## src/rtl/usb_cmd_pkg.sv

```systemverilog
// Shared types and constants for the USB command engine.
// Optional macro USB_CMD_TIMEOUT_EN adds the StDrain state used after a write timeout.
package usb_cmd_pkg;

  // Command opcodes carried in header word 0 bits [31:28]
  localparam logic [3:0] OP_WRITE = 4'h1;
  localparam logic [3:0] OP_READ  = 4'h2;

  // Status codes reported in the top nibble of the status word
  localparam logic [3:0] ST_OK      = 4'hA;
  localparam logic [3:0] ST_BADOP   = 4'hE;
  localparam logic [3:0] ST_TIMEOUT = 4'hF;

  typedef enum logic [3:0] {
    StHdr0,
    StHdr1,
    StWrData,
    StWrReq,
    StWrNext,
    StRdReq,
    StRdPush,
    StStatus
`ifdef USB_CMD_TIMEOUT_EN
    ,
    StDrain
`endif
  } state_e;

  // Status word: {code, opcode, 8'h00, completed word count}
  function automatic logic [31:0] status_word(input logic [3:0]  code,
                                              input logic [3:0]  opcode,
                                              input logic [15:0] done);
    return {code, opcode, 8'h00, done};
  endfunction

endpackage

```

## src/rtl/usb_cmd_engine.sv

```systemverilog
// USB-side command engine: parses host command stream into single-word mux
// requests and returns read data plus a per-command status word.
// Optional macro USB_CMD_TIMEOUT_EN enables a request watchdog of TIMEOUT_CYCLES
// cycles; on expiry the request drops, err sets, and unsent write payload is drained.
module usb_cmd_engine
  import usb_cmd_pkg::*;
#(
  parameter int unsigned LEN_W          = 16,
  parameter int unsigned TIMEOUT_CYCLES = 1024
) (
  input  logic        clk,
  input  logic        rst,
  input  logic [31:0] rx_data,
  input  logic        rx_valid,
  output logic        rx_ready,
  output logic [31:0] tx_data,
  output logic        tx_valid,
  input  logic        tx_ready,
  output logic        usb_rd,
  output logic        usb_wr,
  output logic [25:0] usb_addr,
  output logic [31:0] usb_wr_data,
  input  logic [31:0] usb_rd_data,
  input  logic        usb_rd_valid,
  input  logic        usb_wr_ready,
  output logic        busy,
  output logic        err
);

  state_e             r_state;
  state_e             w_next_state;
  logic [3:0]         r_opcode;
  logic [LEN_W-1:0]   r_len;
  logic [LEN_W-1:0]   r_done;
  logic [25:0]        r_addr;
  logic [3:0]         r_code;
  logic               r_err;
  logic               r_wr;
  logic               r_rd_req;
  logic [31:0]        r_wr_data;
  logic [31:0]        r_rd_data;

  logic               w_rx_fire;
  logic               w_tx_fire;
  logic               w_bad_op;
  logic               w_last;
  logic               w_timeout;

  assign w_rx_fire = rx_valid & rx_ready;
  assign w_tx_fire = tx_valid & tx_ready;
  assign w_bad_op  = (r_opcode != OP_WRITE) && (r_opcode != OP_READ);
  // The word being retired is the final one of the command
  assign w_last    = (r_done + LEN_W'(1)) == r_len;

`ifdef USB_CMD_TIMEOUT_EN
  localparam int unsigned TMO_W = $clog2(TIMEOUT_CYCLES + 1);

  logic [TMO_W-1:0] r_tmo_cnt;
  logic [LEN_W-1:0] r_drain_left;

  assign w_timeout = ((r_state == StWrReq) || (r_state == StRdReq)) &&
                     (r_tmo_cnt == TMO_W'(TIMEOUT_CYCLES));

  // Watchdog restarts on every state entry and counts only while a request is pending
  always_ff @(posedge clk) begin
    if (rst) begin
      r_tmo_cnt <= '0;
    end else if (w_next_state != r_state) begin
      r_tmo_cnt <= '0;
    end else if ((r_state == StWrReq) || (r_state == StRdReq)) begin
      r_tmo_cnt <= r_tmo_cnt + TMO_W'(1);
    end
  end

  // Remaining payload words to discard after a write timeout
  always_ff @(posedge clk) begin
    if (rst) begin
      r_drain_left <= '0;
    end else if ((r_state == StWrReq) && !usb_wr_ready && w_timeout) begin
      r_drain_left <= r_len - r_done - LEN_W'(1);
    end else if ((r_state == StDrain) && w_rx_fire) begin
      r_drain_left <= r_drain_left - LEN_W'(1);
    end
  end
`else
  logic w_unused_tmo;
  assign w_unused_tmo = ^TIMEOUT_CYCLES;
  assign w_timeout    = 1'b0;
`endif

  // Request outputs; read drops combinationally on the valid pulse so the mux,
  // already back in idle that cycle, never sees a duplicate request
  assign usb_wr      = r_wr & ~w_timeout;
  assign usb_rd      = r_rd_req & ~usb_rd_valid & ~w_timeout;
  assign usb_addr    = r_addr;
  assign usb_wr_data = r_wr_data;
  assign busy        = (r_state != StHdr0);
  assign err         = r_err;

  // State register
  always_ff @(posedge clk) begin
    if (rst) begin
      r_state <= StHdr0;
    end else begin
      r_state <= w_next_state;
    end
  end

  // Next-state decode
  always_comb begin
    w_next_state = r_state;
    unique case (r_state)
      StHdr0: begin
        if (w_rx_fire) w_next_state = StHdr1;
      end
      StHdr1: begin
        if (w_rx_fire) begin
          if (w_bad_op || (r_len == '0)) begin
            w_next_state = StStatus;
          end else if (r_opcode == OP_WRITE) begin
            w_next_state = StWrData;
          end else begin
            w_next_state = StRdReq;
          end
        end
      end
      StWrData: begin
        if (w_rx_fire) w_next_state = StWrReq;
      end
      StWrReq: begin
        if (usb_wr_ready) begin
          w_next_state = StWrNext;
`ifdef USB_CMD_TIMEOUT_EN
        end else if (w_timeout) begin
          w_next_state = ((r_len - r_done - LEN_W'(1)) == '0) ? StStatus : StDrain;
`endif
        end
      end
      StWrNext: begin
        w_next_state = w_last ? StStatus : StWrData;
      end
      StRdReq: begin
        if (usb_rd_valid) begin
          w_next_state = StRdPush;
`ifdef USB_CMD_TIMEOUT_EN
        end else if (w_timeout) begin
          w_next_state = StStatus;
`endif
        end
      end
      StRdPush: begin
        if (w_tx_fire) w_next_state = w_last ? StStatus : StRdReq;
      end
      StStatus: begin
        if (w_tx_fire) w_next_state = StHdr0;
      end
`ifdef USB_CMD_TIMEOUT_EN
      StDrain: begin
        if (w_rx_fire && (r_drain_left == LEN_W'(1))) w_next_state = StStatus;
      end
`endif
      default: w_next_state = StHdr0;
    endcase
  end

  // Stream handshake outputs and transmit word selection
  always_comb begin
    rx_ready = 1'b0;
    tx_valid = 1'b0;
    tx_data  = '0;
    unique case (r_state)
      StHdr0, StHdr1, StWrData: rx_ready = 1'b1;
`ifdef USB_CMD_TIMEOUT_EN
      StDrain: rx_ready = 1'b1;
`endif
      StRdPush: begin
        tx_valid = 1'b1;
        tx_data  = r_rd_data;
      end
      StStatus: begin
        tx_valid = 1'b1;
        tx_data  = status_word(r_code, r_opcode, 16'(r_done));
      end
      default: ;
    endcase
  end

  // Command datapath: header fields, address/count progression, request flags
  always_ff @(posedge clk) begin
    if (rst) begin
      r_opcode  <= '0;
      r_len     <= '0;
      r_done    <= '0;
      r_addr    <= '0;
      r_code    <= '0;
      r_err     <= 1'b0;
      r_wr      <= 1'b0;
      r_rd_req  <= 1'b0;
      r_wr_data <= '0;
      r_rd_data <= '0;
    end else begin
      unique case (r_state)
        StHdr0: begin
          if (w_rx_fire) begin
            r_opcode <= rx_data[31:28];
            r_len    <= rx_data[LEN_W-1:0];
            r_err    <= 1'b0;
          end
        end
        StHdr1: begin
          if (w_rx_fire) begin
            r_addr <= {rx_data[25:2], 2'b00};
            r_done <= '0;
            if (w_bad_op) begin
              r_err  <= 1'b1;
              r_code <= ST_BADOP;
            end else begin
              r_code <= ST_OK;
              if ((r_len != '0) && (r_opcode == OP_READ)) r_rd_req <= 1'b1;
            end
          end
        end
        StWrData: begin
          if (w_rx_fire) begin
            r_wr_data <= rx_data;
            r_wr      <= 1'b1;
          end
        end
        StWrReq: begin
          if (usb_wr_ready) begin
            r_wr <= 1'b0;
          end else if (w_timeout) begin
            r_wr   <= 1'b0;
            r_err  <= 1'b1;
            r_code <= ST_TIMEOUT;
          end
        end
        StWrNext: begin
          r_addr <= r_addr + 26'd4;
          r_done <= r_done + LEN_W'(1);
        end
        StRdReq: begin
          if (usb_rd_valid) begin
            r_rd_data <= usb_rd_data;
            r_rd_req  <= 1'b0;
          end else if (w_timeout) begin
            r_rd_req <= 1'b0;
            r_err    <= 1'b1;
            r_code   <= ST_TIMEOUT;
          end
        end
        StRdPush: begin
          if (w_tx_fire) begin
            r_addr <= r_addr + 26'd4;
            r_done <= r_done + LEN_W'(1);
            if (!w_last) r_rd_req <= 1'b1;
          end
        end
        default: ;
      endcase
    end
  end

endmodule

```

## config.mk

```make
export PLATFORM = sky130hd
export DESIGN_NAME = usb_cmd_engine
export DESIGN_NICKNAME = d
export VERILOG_FILES = /design/src/rtl/usb_cmd_pkg.sv /design/src/rtl/usb_cmd_engine.sv
export SDC_FILE = /design/constraint.sdc
export NUM_CORES = 1
export LEC_CHECK = 0
export ABC_AREA = 1
export CAP_MARGIN = 20
export CELL_PAD_IN_SITES_DETAIL_PLACEMENT = 0
export CELL_PAD_IN_SITES_GLOBAL_PLACEMENT = 1
export CORE_MARGIN = 5
export CORE_UTILIZATION = 37
export CTS_CLUSTER_DIAMETER = 100
export DETAILED_ROUTE_END_ITERATION = 7
export PLACE_DENSITY_LB_ADDON = 0.1
export SYNTH_ARGS = -nofsm -noshare
export SYNTH_HDL_FRONTEND = slang
export SYNTH_SLANG_ARGS = --single-unit
```

## constraint.sdc

```tcl
create_clock -name clk -period 5 [get_ports clk]
set_input_delay 0.75 -clock clk [delete_from_list [all_inputs] [get_ports clk]]
set_output_delay 0.75 -clock clk [all_outputs]
set_load 0.05 [all_outputs]
```

==> results of run 1 <==
sequential cells by signal (all words and copies together), names as in the netlist:
signal,cells
r_rd_req,1
r_code,2
r_rd_data,32
usb_wr_data,32
err,1
usb_wr,1
usb_addr,24
r_len,16
r_state,3
r_opcode,4
r_done,16
worst max-delay path: stages (launching register included):
cell             delay (ns)
dfxtp_1                0.43
inv_1                  0.13
nor3_1                 0.27
clkinv_1               0.79
o21ai_0                0.47
clkdlybuf4s50_1        0.87
kinds of logic (layout without fill, tap and decap cells):
kind of cell    Yosys count  after routing  share of synthesized area [%]
buf+inv                 161            306                           10.1
simple gates            380            380                           25.3
compound gates          251            251                           20.4
xor+xnor                 20             20                           3.33
other cells               1              2                         0.0574
fa+ha+maj                 2              2                          0.383
flops                   132            132                           40.5
area by class of cell:
cell class	count	share of cell area, %
Multi-Input combinational cell	655	36.5
Sequential cell	132	29.8
Timing Repair Buffer	171	19.2
Clock buffer	20	5.15
Inverter	103	4.36
Tap cell	225	3.18
Clock inverter	12	1.75
placed cells by master (no fill, tap or decap), types with 6 or more instances in the layout:
cell type / instances
nor2_1: 64
nor2_2: 7
buf_4: 7
a221oi_1: 6
nand3_1: 84
o22ai_1: 27
clkdlybuf4s50_1: 162
o21ai_0: 74
nor3_1: 11
dfxtp_1: 132
inv_1: 98
xor2_1: 13
a21oi_1: 135
clkbuf_16: 17
nand2_1: 183
nand4_1: 14
report_power, final:
part | internal (mW) | leakage, nW | switching, mW | total [mW]
clock network | 0.811 | 0.296 | 0.487 | 1.30
registers | 1.26 | 1.07 | 0.211 | 1.47
logic | 0.582 | 1.76 | 1.18 | 1.76
total | 2.65 | 3.13 | 1.87 | 4.53
per-layer routing:
layer,track usage (%),share of wire [%],wire length (um)
met4,5.55,1.1,235
met5,0,0,0
met3,5.56,6.4,1400
met2,34.9,47,10300
met1,28.3,45,9920
per-stage QoR:
step	instance area, um2	std cells	setup WS, ns
final	8870	1318	0.869
after global routing	8870	1318	0.492
after CTS	8840	1317	0.862
after detailed placement	8230	1285	1.32
after global placement	8230	1285	1.44
after floorplan	6530	948	2.01
worst paths after layout:
kind                   end  slack (ns)
max             tx_data[2]        0.87
min          r_rd_data[11]        0.45
max reg2reg   usb_addr[13]        2.37
min reg2reg  r_rd_data[11]        0.45
==> key figures, run 1 <==
Setup path
  • Worst r2r src: r_state[0]
  • Critical path type: flop to output port
  • Worst path required time: approximately 4.3 ns
  • Crit path arrival time: ~3.4 ns
  • Crit path max fanout: 34
  • Cell count of the worst reg-to-reg path: 9
  • Crit. Startpoint: r_state[2]
  • Startpoint types: flop
  • Capturing element type of the critical path: output port

Worst hold path
  • Hold path startpoint: r_rd_data[11]
  • Hold path cells: 2
  • Hold Path Class: flop to flop

Global routing
  • First-pass GRT wire length: around 34 mm
  • Initial antenna violation count: 0
  • Largest net degree at the start of global routing: 75
  • GRT Residual Overflow: 0
  • Vias in the first global route: about 6.2k
  • Global router's overall resource usage: between 20% and 30%

Power
  • Cell area power density: 510 mW/mm2
  • LEAKAGE: roughly 3.1 nW
  • Final Power: between 4 and 5 mW
  • VDD IR max: 410 uV

Clocking
  • CTS tree: built
  • CTS Buffer Depth: 2
  • Total CTS buffers: 17
  • H-Tree Depth: 4
  • Clk_lat worst skew: 0.42 ns
  • Post-cts resize count: 0
  • Worst-path clk slew: 0.06 ns
  • Hold_buf cts: 0
  • # clock sinks: 132
  • Buffer count from post-CTS setup fixing: 0
  • Root buf cell: clkbuf_16

Timing
  • Slew Limit Headroom: roughly 33%
  • Max-slew violation count: 0
  • TNS Setup: 0 ns
  • RSZ-0062 raised after global routing: no
  • Final setup fails: 0
  • Worst Max-Slew Pin Slew: ~0.99 ns
  • Max Clock Freq: between 0.2 and 0.25 GHz
  • Final Hold Fails: 0
  • Final worst hold slack: 0.452 ns
  • Layout Skew: 0.00671 ns
  • Period minus WS final: 4.13 ns
  • Crit share post-route: 82.6%

Synthesis
  • Syn Inst Count: between 900 and 1k
  • Synthesis-stage register bit count: between 100 and 150
  • Largest area contributor in the netlist: dfxtp_1
  • EDFF count, synth: 0
  • Commonest cells in the netlist: 184 x nand2_1, 135 x a21oi_1, 132 x dfxtp_1
  • Ys flop type: dfxtp_1
  • Synth Cell Area: ~0.0065 mm2
  • Top cells by area in the synthesized netlist: dfxtp_1 40%, nand2_1 11%, a21oi_1 10%
  • Synthesized area per cell: roughly 6.9 um2
  • Most common cell in the netlist: nand2_1
  • Ys Warns: 0
  • Netlist cell types: 38
  • Area share of the largest cell type after synthesis: between 40% and 50%
  • Asr flop ratio synth: 0%
  • Sequential area share after synthesis: between 40% and 50%

Layout
  • Layout cells sized above 1: approximately 5.5%
  • Final #Nets: ~1.2k
  • Post-layout util: approximately half
  • # diodes: 0
  • Seq. cell area: roughly 0.0026 mm2
  • Layout area overhead: 35.8%
  • Area of the multi-input gates: around 0.0032 mm2
  • # fillers: ~1.8k

Route
  • DR WL/cell: ~17 um
  • Vias per std cell: approximately 5
  • Total number of vias: 6,603
  • Number of remaining DRC errors: 0
  • Routed WL: around 22 mm
  • DRT iter0 DRCs: 350
  • Initial DRT Pass Iterations: 4
  • Post-route ant nets: 0

Placement
  • Buffers on Ports: ~160
  • Dpl hpwl: around 16 mm
  • GP Congestion: roughly 0.84

Floorplan
  • Die Width: about 140 um
  • Core Rows: 48
  • CORE AREA: 0.0173 mm2
  • Initial Utilization: between 30% and 40%
  • Die H: ~140 um
  • Die area: between 0.02 and 0.025 mm2
  • Io pins: between 150 and 200

Run
  • Max-cap violations: 0

Status
  • Status: finished, final reports clean
Note: power is estimated with default switching activity, not from simulation.
==> run 2, diff against run 1 <==
--- a/config.mk
+++ b/config.mk
@@ -10,7 +10,7 @@
 export CELL_PAD_IN_SITES_DETAIL_PLACEMENT = 0
 export CELL_PAD_IN_SITES_GLOBAL_PLACEMENT = 1
 export CORE_MARGIN = 5
-export CORE_UTILIZATION = 37
+export CORE_UTILIZATION = 31
 export CTS_CLUSTER_DIAMETER = 100
 export DETAILED_ROUTE_END_ITERATION = 7
 export PLACE_DENSITY_LB_ADDON = 0.1
==> constraint.sdc (replaced) <==
create_clock -name clk -period 3.55 [get_ports clk]
set_input_delay 0.5325 -clock clk [delete_from_list [all_inputs] [get_ports clk]]
set_output_delay 0.5325 -clock clk [all_outputs]
set_load 0.05 [all_outputs]
==> key figures, run 2 (same netlist as run 1, synthesis figures left out) <==
Layout
  • Most frequent cells in the layout: 183 x nand2_1, 135 x a21oi_1, 134 x clkdlybuf4s50_1, 132 x dfxtp_1, 97 x inv_1
  • Commonest non-fill, non-tap cell in the layout: nand2_1
  • Layout cells sized above 1: 8.56% (+3.1 points)
  • Layout area overhead: 36.4%
  • Fin area: 0.00891 mm2 (+0.48%)
  • # diodes: 0 (unchanged)
  • Final #Nets: 1,157 (+0.43%)

Worst hold path
  • Hold path startpoint: r_rd_data[6]
  • Hold path cells: 2 (unchanged)
  • Hold EP: r_rd_data[6]
  • Hold Path Class: flop to flop

Global routing
  • First-pass GRT wire length: 36.3 mm (+5.2%)
  • Global router's overall resource usage: 18.9% (-2.5 points)
  • Largest net degree at the start of global routing: 75 (unchanged)
  • GRT Residual Overflow: 0 (unchanged)
  • Initial antenna violation count: 0 (unchanged)
  • Vias in the first global route: 6,502 (+4.1%)

Timing
  • TNS Setup: 0 ns (unchanged)
  • Final worst-path setup slack: 0.464 ns (-0.405 ns)
  • RSZ-0062 raised after global routing: no
  • Layout Skew: 0.0115 ns (+0.00477 ns)
  • Final setup fails: 0 (unchanged)
  • Worst Max-Slew Pin Slew: 1.02 ns (+0.0264 ns)
  • Period minus WS final: between 3 and 4 ns
  • Final worst hold slack: 0.453 ns (+0.00135 ns)
  • Max-slew violation count: 0 (unchanged)
  • Final Hold Fails: 0 (unchanged)
  • Crit share post-route: 86.9%
  • Slew Limit Headroom: 31.7% (-1.8 points)
  • Max Clock Freq: about 0.32 GHz

Clocking
  • # clock sinks: 132 (unchanged)
  • Clk_lat worst skew: 0.43 ns (about the same)
  • Total CTS buffers: 17 (unchanged)
  • Buffer count from post-CTS setup fixing: 0 (unchanged)
  • Hold_buf cts: 0 (unchanged)
  • CTS Buffer Depth: 2 (unchanged)
  • Post-cts resize count: 0 (unchanged)
  • Root buf cell: clkbuf_16
  • H-Tree Depth: 4 (unchanged)
  • Worst-path clk slew: 0.06 ns (about the same)
  • CTS tree: built

Route
  • DR WL/cell: 16.7 um (+0.90%)
  • Routed WL: 22.9 mm (+5.1%)
  • DRT iter0 DRCs: 308 (-12%)
  • Number of remaining DRC errors: 0 (unchanged)
  • Post-route ant nets: 0 (unchanged)
  • Total number of vias: 6,696 (+1.4%)
  • Vias per std cell: 4.88 (-2.7%)
  • Initial DRT Pass Iterations: 7 (+3)

Floorplan
  • Io pins: 166 (unchanged)
  • Die area: 0.0241 mm2 (+18%)
  • Core Rows: 53 (+10%)
  • Die H: 155 um (+8.6%)
  • CORE AREA: 0.0209 mm2 (+21%)
  • Initial Utilization: 31.3% (-6.5 points)
  • Die Width: 155 um (+8.6%)

Setup path
  • Reg-to-reg slack, setup: 1.15 ns (-1.22 ns)
  • Crit path cell chain: nand2_1, nor2_1, clkinv_1, o22ai_1, buf_4
  • CP top delay family: buffers and inverters
  • Worst path required time: 3.02 ns (-1.23 ns)
  • Crit path arrival time: 2.55 ns (-0.83 ns)
  • Crit path max fanout: 19 (-44%)
  • Critical-path top delay cell: clkinv_1
  • Critical path type: flop to output port
  • Startpoint types: flop
  • Reg-to-reg endpoint: r_state[2]
  • Worst r2r src: r_done[0]
  • Worst path bufs/invs: 2 (-1)
  • Cell count of the worst reg-to-reg path: 15 (+6)
  • Largest stage delay, worst path: 0.60 ns (-0.27 ns)
  • Capturing element type of the critical path: output port

Status
  • Status: finished, final reports clean

Power
  • Final Power: 6.37 mW (+41%)
  • Cell area power density: 715 mW/mm2 (+40%)
  • LEAKAGE: 3.20 nW (+2.1%)
  • VDD IR max: 474 uV (+16%)

Run
  • Max-cap violations: 0 (unchanged)

Placement
  • GP Congestion: 0.804 (-3.8%)
  • Place WS: 0.927 ns (-0.388 ns)
  • Buffers on Ports: 163 (unchanged)
  • Dpl hpwl: 16.4 mm (+5.3%)
  • Placed Area: 0.00831 mm2 (+1.1%)
run 2: how the worst max path moves through the flow:
stage                    start          end  slack [ns]  cells past startpoint
floorplan           r_state[2]  tx_data[11]        0.77                      6
global placement    r_state[2]  tx_data[18]        1.00                      6
detailed placement  r_state[0]  tx_data[27]        0.93                      5
CTS                 r_state[0]  tx_data[27]        0.47                      5
global route        r_state[0]   tx_data[5]        0.16                      5
finish              r_state[0]  tx_data[12]        0.46                      5
run 2: per-stage QoR:
step           std cells  util [%]
2_1_floorplan        948         -
3_3_place_gp        1341      39.8
3_5_place_dp        1341      39.8
4_1_cts             1373      42.6
5_1_grt             1373      42.6
6_report            1373      42.6
run 2: power breakdown:
group | switching (mW) | internal (mW)
Sequential | 0.302 | 1.77
Clock | 0.761 | 1.05
Combinational | 1.67 | 0.819
run 2: cell type report:
| type | instances | area [um2] |
|---|---|---|
| clock buffer | 17 | 425 |
| timing repair buffer | 176 | 1700 |
| clock inverter | 15 | 169 |
| tap | 275 | 344 |
| inverter | 103 | 387 |
| sequential | 132 | 2640 |
| multi-input combinational | 655 | 3240 |
| fill | 2230 | 12000 |
run 2: tightest hold or removal path, stage by stage, from the launching register on:
cell and delay [ns]:
dfxtp_1 0.30, inv_1 0.06, a21oi_1 0.06
run 2: routing by layer:
layer | wire length (um) | track usage (%) | share of wire (%) | vias to the layer above
met1 | 10800 | 25.6 | 47 | 3083
met3 | 1440 | 5.34 | 6.3 | 17
met4 | 278 | 4.37 | 1.2 | 0
met2 | 10400 | 29.9 | 46 | 170
li1 | - | - | - | 3426
met5 | 0 | 0 | 0 | -
==> run 3, diff against run 2 <==
--- a/config.mk
+++ b/config.mk
@@ -13,6 +13,7 @@
 export CORE_UTILIZATION = 31
 export CTS_CLUSTER_DIAMETER = 100
 export DETAILED_ROUTE_END_ITERATION = 7
+export MAX_ROUTING_LAYER = met4
 export PLACE_DENSITY_LB_ADDON = 0.1
 export SYNTH_ARGS = -nofsm -noshare
 export SYNTH_HDL_FRONTEND = slang
==> key figures, run 3 (same netlist as run 1, synthesis figures left out) <==
Run
  • Max-cap violations: 0 (unchanged)

Global routing
  • Global router's overall resource usage: 19.5% (+0.57 points)
  • First-pass GRT wire length: 36.2 mm (-0.21%)
  • Largest net degree at the start of global routing: 75 (unchanged)
  • Initial antenna violation count: 0 (unchanged)
  • Vias in the first global route: 6,518 (+0.25%)
  • GRT Residual Overflow: 0 (unchanged)

Clocking
  • CTS tree: built
  • Post-cts resize count: 0 (unchanged)
  • Buffer count from post-CTS setup fixing: 0 (unchanged)
  • Root buf cell: clkbuf_16
  • CTS Buffer Depth: 2 (unchanged)
  • Worst-path clk slew: 0.06 ns (about the same)
  • Total CTS buffers: 17 (unchanged)
  • Hold_buf cts: 0 (unchanged)
  • H-Tree Depth: 4 (unchanged)
  • # clock sinks: 132 (unchanged)
  • Clk_lat worst skew: 0.42 ns (about the same)

Power
  • VDD IR max: 472 uV (-0.30%)
  • LEAKAGE: 3.20 nW (unchanged)
  • Cell area power density: 716 mW/mm2 (about the same)
  • Final Power: 6.38 mW (about the same)

Floorplan
  • Io pins: 166 (unchanged)
  • Die Width: 155 um (unchanged)
  • Core Rows: 53 (unchanged)
  • Initial Utilization: 31.3% (unchanged)
  • Die area: 0.0241 mm2 (unchanged)
  • CORE AREA: 0.0209 mm2 (unchanged)
  • Die H: 155 um (unchanged)

Layout
  • Layout cells sized above 1: 8.56% (unchanged)
  • # diodes: 0 (unchanged)
  • # fillers: 2,230 (unchanged)
  • Area of the multi-input gates: 0.00324 mm2 (unchanged)
  • Final #Nets: 1,157 (unchanged)
  • Commonest non-fill, non-tap cell in the layout: nand2_1
  • Seq. cell area: 0.00264 mm2 (unchanged)
  • Layout area overhead: 36.4% (unchanged)
  • Fin area: 0.00891 mm2 (unchanged)
  • Most frequent cells in the layout: 183 x nand2_1, 135 x a21oi_1, 134 x clkdlybuf4s50_1, 132 x dfxtp_1, 97 x inv_1

Timing
  • Max-slew violation count: 0 (unchanged)
  • RSZ-0062 raised after global routing: no
  • Final Hold Fails: 0 (unchanged)
  • Layout Skew: 0.0109 ns (-0.000532 ns)
  • Final setup fails: 0 (unchanged)
  • Period minus WS final: 3.09 ns (-0.000178 ns)
  • TNS Setup: 0 ns (unchanged)
  • Worst Max-Slew Pin Slew: 1.03 ns (+0.00537 ns)
  • Slew Limit Headroom: 31.3% (-0.36 points)
  • Final worst-path setup slack: 0.464 ns (+0.000178 ns)
  • Crit share post-route: 86.9% (about the same)
  • Final worst hold slack: 0.453 ns (+0.000349 ns)
  • Max Clock Freq: 0.324 GHz (about the same)

Setup path
  • Critical path type: flop to output port
  • Crit path arrival time: 2.55 ns (about the same)
  • Reg-to-reg endpoint: r_state[2]
  • Worst r2r src: r_done[0]
  • Capturing element type of the critical path: output port
  • Largest stage delay, worst path: 0.60 ns (about the same)
  • Critical-path top delay cell: clkinv_1
  • Crit path max fanout: 19 (unchanged)
  • Reg-to-reg slack, setup: 1.16 ns (about the same)
  • Worst path required time: 3.02 ns (about the same)
  • Crit path cell chain: nand2_1, nor2_1, clkinv_1, o22ai_1, buf_4
  • Crit. Startpoint: r_state[0]
  • Worst Setup EP: tx_data[12]
  • Startpoint types: flop
  • Cell count of the worst reg-to-reg path: 15 (unchanged)

Route
  • DR WL/cell: 16.7 um (-0.10%)
  • DRT iter0 DRCs: 330 (+7.1%)
  • Post-route ant nets: 0 (unchanged)
  • Initial DRT Pass Iterations: 4 (-3)
  • Number of remaining DRC errors: 0 (unchanged)
  • Total number of vias: 6,671 (-0.37%)
  • Routed WL: 22.9 mm (-0.10%)
  • Vias per std cell: 4.86 (-0.37%)

Placement
  • GP Congestion: 0.815 (+1.4%)
  • Buffers on Ports: 163 (unchanged)
  • Dpl hpwl: 16.4 mm (unchanged)
  • Place WS: 0.927 ns (unchanged)
  • Placed Area: 0.00831 mm2 (unchanged)

Worst hold path
  • Hold Path Class: flop to flop
  • Hold path cells: 2 (unchanged)

Status
  • Status: finished, final reports clean
==> run 3: worst min path at each step <==
| stage | startpoint | end | slack (ns) |
|---|---|---|---|
| 6_report | r_rd_data[6] | r_rd_data[6] | 0.45 |
| 5_1_grt | r_rd_data[6] | r_rd_data[6] | 0.47 |
| 4_1_cts | r_rd_data[6] | r_rd_data[6] | 0.46 |
| 3_5_place_dp | r_rd_data[1] | r_rd_data[1] | 0.45 |
| 3_3_place_gp | r_rd_data[30] | r_rd_data[30] | 0.43 |
| 2_1_floorplan | r_rd_data[1] | r_rd_data[1] | 0.42 |
==> run 3: power breakdown <==
part / internal [mW] / total (mW) / switching, mW
logic: 0.819 / 2.49 / 1.67
registers: 1.77 / 2.07 / 0.304
clock network: 1.05 / 1.82 / 0.764
==> run 3: cell type report <==
cell class	instances	share of cell area, %
multi-input cells	655	36.3
flip-flops and latches	132	29.7
repair buffers	176	19.1
clock buffers	17	4.78
inverters	103	4.34
well taps	275	3.86
clock inverters	15	1.90
==> run 3: layer usage <==
metal  part of all wire [%]  GRT usage, %  vias up
met5                      0             -        -
met4                    1.2          4.37        0
met1                     48          26.3     3070
li1                       -             -     3428
met3                    5.0          4.28       17
met2                     46          29.9      156
==> run 3: critical path: cells and delay by family (launching register included) <==
kind                   cells  cell delay, ns
buffers and inverters      2            0.84
AND/OR/NAND/NOR            2            0.44
AO/OA/AOI/OAI              1            0.38
flip-flops                 1            0.47
==> run 3: stage by stage <==
| step | util [%] | cells |
|---|---|---|
| 3_5_place_dp | 39.8 | 1341 |
| 6_report | 42.6 | 1373 |
| 5_1_grt | 42.6 | 1373 |
| 3_3_place_gp | 39.8 | 1341 |
| 4_1_cts | 42.6 | 1373 |
| 2_1_floorplan | - | 948 |
